**src/rtl/nivel_pkg.sv**
```systemverilog
// Shared types and pattern helpers for the tank level controller.
package nivel_pkg;

  typedef enum logic [1:0] {IDLE, FILL, FAULT} state_t;

  // A probe pattern is consistent only as a thermometer code (no wet probe above a dry one).
  function automatic logic thermo_ok(input logic [31:0] p);
    return (p & (p + 32'd1)) == 32'd0;
  endfunction

  function automatic int unsigned popcount(input logic [31:0] p);
    int unsigned c;
    c = 0;
    for (int i = 0; i < 32; i++) c += {31'd0, p[i]};
    return c;
  endfunction

endpackage

```
**src/rtl/nivel_debounce.sv**
```systemverilog
// Per-probe 2-flop synchroniser followed by a stable-count debounce filter.
// Latency: a clean change reaches q DEB_CYC+2 edges after it is applied.
// Backpressure: none; free-running filter.
module nivel_debounce #(
  parameter int DEB_CYC = 4
) (
  input  logic clk,
  input  logic rst_n,
  input  logic d,
  output logic q
);

  localparam int CW = $clog2(DEB_CYC + 1);

  logic          s1;
  logic          s2;
  logic [CW-1:0] cnt;

  always_ff @(posedge clk or negedge rst_n) begin
    if (!rst_n) begin
      s1  <= 1'b0;
      s2  <= 1'b0;
      q   <= 1'b0;
      cnt <= '0;
    end else begin
      s1 <= d;
      s2 <= s1;
      // Any return to the accepted value restarts the stability count.
      if (s2 == q) begin
        cnt <= '0;
      end else if (cnt == CW'(DEB_CYC - 1)) begin
        q   <= s2;
        cnt <= '0;
      end else begin
        cnt <= cnt + CW'(1);
      end
    end
  end

endmodule

```
**src/rtl/nivel_controle.sv**
```systemverilog
// Tank level controller: debounced probes, hysteresis inlet valve FSM, latched pattern fault (fill watchdog under NIVEL_TIMEOUT_EN).
// Latency: probe change to nivel/Ve/Al is DEB_CYC+3 edges; all outputs registered.
// Backpressure: none; clr is a single-cycle request sampled every edge.
module nivel_controle
  import nivel_pkg::*;
#(
  parameter int N_SENS   = 3,
  parameter int DEB_CYC  = 4,
  parameter int ERR_CYC  = 8,
  parameter int LOW_LVL  = 1,
  parameter int ALM_LVL  = 1,
  parameter int FILL_TMO = 1000,
  localparam int LW      = $clog2(N_SENS + 1)
) (
  input  logic              clk,
  input  logic              rst_n,
  input  logic [N_SENS-1:0] sens,
  input  logic              clr,
  output logic              Ve,
  output logic              Al,
  output logic              ERRO,
  output logic [LW-1:0]     nivel
);

  localparam int EW = $clog2(ERR_CYC + 1);

  logic [N_SENS-1:0] filt;
  logic [LW-1:0]     lvl;
  logic              valid;
  logic              alm;
  logic [EW-1:0]     err_cnt;
  logic [EW-1:0]     err_nxt;
  logic              tmo;
  logic              go_fault;
  state_t            state;

  for (genvar i = 0; i < N_SENS; i++) begin : g_deb
    nivel_debounce #(.DEB_CYC(DEB_CYC)) u_deb (
      .clk   (clk),
      .rst_n (rst_n),
      .d     (sens[i]),
      .q     (filt[i])
    );
  end

  assign lvl   = LW'(popcount(32'(filt)));
  assign valid = thermo_ok(32'(filt));
  assign alm   = int'(lvl) < ALM_LVL;

  assign err_nxt = valid ? '0 :
                   (err_cnt == EW'(ERR_CYC)) ? err_cnt : err_cnt + EW'(1);

`ifdef NIVEL_TIMEOUT_EN
  localparam int TW = $clog2(FILL_TMO + 1);
  logic [TW-1:0] fill_cnt;

  // Counts edges spent in FILL; held at zero everywhere else so entry starts fresh.
  always_ff @(posedge clk or negedge rst_n) begin
    if (!rst_n)              fill_cnt <= '0;
    else if (state != FILL)  fill_cnt <= '0;
    else                     fill_cnt <= fill_cnt + TW'(1);
  end

  assign tmo = (state == FILL) && (fill_cnt == TW'(FILL_TMO - 1));
`else
  // Watchdog absent: constant-false, FILL_TMO has no effect in this build.
  assign tmo = (FILL_TMO < 0);
`endif

  assign go_fault = (!valid && (err_nxt == EW'(ERR_CYC))) || tmo;

  always_ff @(posedge clk or negedge rst_n) begin
    if (!rst_n) begin
      state   <= IDLE;
      err_cnt <= '0;
      nivel   <= '0;
      Ve      <= 1'b0;
      Al      <= 1'b0;
      ERRO    <= 1'b0;
    end else begin
      err_cnt <= err_nxt;
      nivel   <= lvl;
      if (go_fault) begin
        state <= FAULT;
        Ve    <= 1'b0;
        Al    <= 1'b1;
        ERRO  <= 1'b1;
      end else begin
        if (state != FAULT) Al <= alm;
        unique case (state)
          IDLE: if (int'(lvl) <= LOW_LVL) begin
            state <= FILL;
            Ve    <= 1'b1;
          end
          FILL: if (int'(lvl) == N_SENS) begin
            state <= IDLE;
            Ve    <= 1'b0;
          end
          FAULT: if (clr && valid && (err_cnt == '0)) begin
            state <= IDLE;
            ERRO  <= 1'b0;
            Al    <= alm;
          end
          default: begin
            state <= IDLE;
            Ve    <= 1'b0;
          end
        endcase
      end
    end
  end

endmodule

```
**config.mk**
```make
export PLATFORM = sky130hd
export DESIGN_NAME = nivel_controle
export DESIGN_NICKNAME = d
export VERILOG_FILES = /design/src/rtl/nivel_pkg.sv /design/src/rtl/nivel_debounce.sv /design/src/rtl/nivel_controle.sv
export SDC_FILE = /design/constraint.sdc
export NUM_CORES = 1
export LEC_CHECK = 0
export CORE_ASPECT_RATIO = 0.9
export CORE_MARGIN = 8
export CORE_UTILIZATION = 29
export DETAILED_ROUTE_END_ITERATION = 10
export SLEW_MARGIN = 15
export SYNTH_ARGS = -nofsm -noshare
export SYNTH_HDL_FRONTEND = slang
export SYNTH_SLANG_ARGS = --single-unit
```
**constraint.sdc**
```tcl
create_clock -name clk -period 1.9 [get_ports clk]
set_input_delay 0.19 -clock clk [delete_from_list [all_inputs] [get_ports clk]]
set_output_delay 0.19 -clock clk [all_outputs]
set_load 0.02 [all_outputs]
```
==> summary.txt <==
Clocking
  – Clk root buf: clkbuf_8
  – Hold-fix buffers, CTS: 0
  – Setup Fix Bufs, Post-CTS: 0
  – PostCTS Resize Cnt: 0
  – CTS tree: yes
  – CTS clock-pin slew for the worst setup and hold paths: 60 ps
  – Clock sink count: 29
  – Later-pin clock latency in the skew report: 280 ps
  – Clock Tree Buf Depth: 2
  – H-tree lvl count: 2
  – TritonCTS buffer count: 5

Routing
  – Met3 wire length: 79 um
  – Wire per inst: 11.9 um
  – WL final: 1.93 mm
  – DR vias: 744
  – Initial drt markers: 20
  – Post-route ant nets: 0
  – WL met2: 1.02 mm
  – Vias/cell: 4.59
  – TritonRoute pass-1 iters: 3
  – Wire length on met1: 764 um
  – Residual DRC: 0
  – Top layer used by detailed routing: met4

Worst hold path
  – Min-Delay Path Class: primary input to async pin

Outcome
  – Outcome: completed

STA
  – Tcrit/Tclk final: 94.9%
  – Final setup vio count: 0
  – Fin crit period: 1800 ps
  – Relative slew slack: 75.8%
  – Slew at the pin closest to its max-slew limit: 364 ps
  – Hold Vio Cnt, Final: 0
  – Worst Skew: 5.45 ps
  – Slew Limit Fails: 0
  – RSZ-0062 raised after global routing: no
  – Worst hold margin: 292 ps
  – Fmax: 554 MHz
  – Setup TNS: 0 ps

Placed design
  – # port buffers: 10
  – Post-DP HPWL: 1.39 mm
  – GP Congestion: 0.733
  – Placed insts: 154

Final layout
  – Cell Count, Final, Fillers Out: 162
  – Final core occ: 35.9%
  – Share of cells above drive strength 1: 10.5%
  – ANT cells: 0
  – Final net count: 125
  – Area Growth Syn to Fin: 21.4%

Floorplanning
  – Die width: 83.5 um
  – Full die area: 0.00641 mm^2
  – Total core area: 0.00402 mm^2
  – Initial cell density of the core: 29.6%
  – Rows: 22
  – I/O Pins: 11
  – Die Y: 76.7 um

Critical path
  – CP Launch Type: flip-flop
  – Critical path arrival: 1960 ps
  – Crit path kind: flip-flop to flip-flop
  – Crit. End Element: flip-flop
  – Highest net fanout along the worst path: 5
  – Crit path required time: 2060 ps

Synthesis
  – Most common library cells after synthesis: dfrtp_1 (29), inv_1 (8)
  – Yosys reg bits: 29
  – Synth warnings: 0
  – Register area share after synthesis: 61.1%
  – Most used flip-flop cell after synthesis: dfrtp_1
  – Synth area leaders: dfrtp_1 (61%), ha_1 (5.3%), nor3b_1 (3.2%)
  – Number of synthesized flops with an enable pin: 0
  – Mapped Avg Cell Area: 12.5 um^2
  – Post-synthesis cell area: 0.00119 mm^2
  – Distinct cells, synth: 29
  – Mapped Cells: 95
  – Area leader, netlist: dfrtp_1
  – Ys async rst share: 100%
  – Syn_nets: 107
  – Post-synth top area share: 61.1%
  – Most numerous cell in the Yosys netlist: dfrtp_1

Job
  – Max-Cap Viols: 0

Power and ir drop
  – PD cells: 1450 mW/mm^2
  – Pleak: 0.655 nW
  – Total power: 2.09 mW
  – Peak VDD IR: 0.644 mV

Global route
  – First-pass GRT wire length: 3.35 mm
  – Total global-route track usage: 6.68%
  – Grt ovf: 0
  – Initial antenna violation count: 0
  – Pin count of the biggest net entering global routing: 30
  – Vias in the first global route: 793
## kinds of logic after synthesis
kind of cell / share of synthesized area, %
AO/OA/AOI/OAI: 8.00
AND/OR/NAND/NOR: 16.9
XOR/XNOR: 3.68
buffers and inverters: 2.53
multiplexers: 0.842
flip-flops: 61.1
adder cells (fa/ha/maj): 6.95
## registers in the layout (all words and copies together) (netlist names)
| signal | cells |
|---|---|
| Al | 1 |
| ERRO | 1 |
| Ve | 1 |
| err_cnt | 4 |
| g_deb.u_deb.cnt | 9 |
| g_deb.u_deb.q | 3 |
| g_deb.u_deb.s1 | 3 |
| g_deb.u_deb.s2 | 3 |
| nivel | 2 |
| state | 2 |
## final cells by class
| type | count | area [um^2] |
|---|---|---|
| tap | 48 | 60.1 |
| timing repair buffer | 11 | 108 |
| sequential | 29 | 726 |
| clock buffer | 5 | 68.8 |
| inverter | 8 | 30.0 |
| multi-input combinational | 58 | 433 |
| clock inverter | 3 | 17.5 |
| fill | 403 | 2580 |
## routing by layer
layer  global-route usage (%)  vias to the layer above
met3                     2.75                        8
met2                     11.0                        9
li1                         -                      359
met1                     6.13                      368
met5                        0                        -
met4                     6.55                        0
## layout by cell type, fill, tap and decap left out, types with 2 or more instances in the layout
| cell | netlist | final |
|---|---|---|
| nor2_1 | 4 | 4 |
| clkdlybuf4s50_1 | 0 | 10 |
| clkinv_2 | 0 | 2 |
| a211o_1 | 2 | 2 |
| nor3b_1 | 5 | 5 |
| inv_1 | 8 | 8 |
| nand2b_1 | 3 | 3 |
| o21ai_0 | 3 | 3 |
| ha_1 | 5 | 5 |
| a21oi_1 | 3 | 3 |
| nor3_1 | 5 | 5 |
| nor2b_1 | 5 | 5 |
| nand2_1 | 3 | 3 |
| clkbuf_8 | 0 | 5 |
| xnor2_1 | 4 | 4 |
| dfrtp_1 | 29 | 29 |
## per-stage QoR
stage | setup WS, ps | instance area, um^2
2_1_floorplan | 268 | 1190
3_3_place_gp | 200 | 1360
3_5_place_dp | 128 | 1360
4_1_cts | 108 | 1440
5_1_grt | 10.0 | 1440
6_report | 96.2 | 1440
## critical path, cell delays in order (launching register included)
cell     delay, ps
dfrtp_1        420
inv_1           90
ha_1           250
a211o_1        310
a221o_1        330
nor3_4         200
nor3_1          80
## final timing paths
path,startpoint,end,slack [ps],depth (start not counted)
max,err_cnt[0],state[0],100,6
min,rst_n,ERRO,290,2
max reg2reg,err_cnt[0],state[0],100,6
min reg2reg,g_deb[0].u_deb.s1,g_deb[0].u_deb.s2,350,0
max in group asynchronous,rst_n,g_deb[0].u_deb.cnt[1],1340,2
min in group clk,sens[1],g_deb[1].u_deb.s1,340,1
## where the power goes
part           leakage (nW)  total [mW]  internal [mW]  switching [mW]
combinational         0.244       0.730          0.343           0.387
clock                0.0439       0.482          0.252           0.231
sequential            0.367       0.878          0.778           0.101
(Power assumes the default switching activity.)
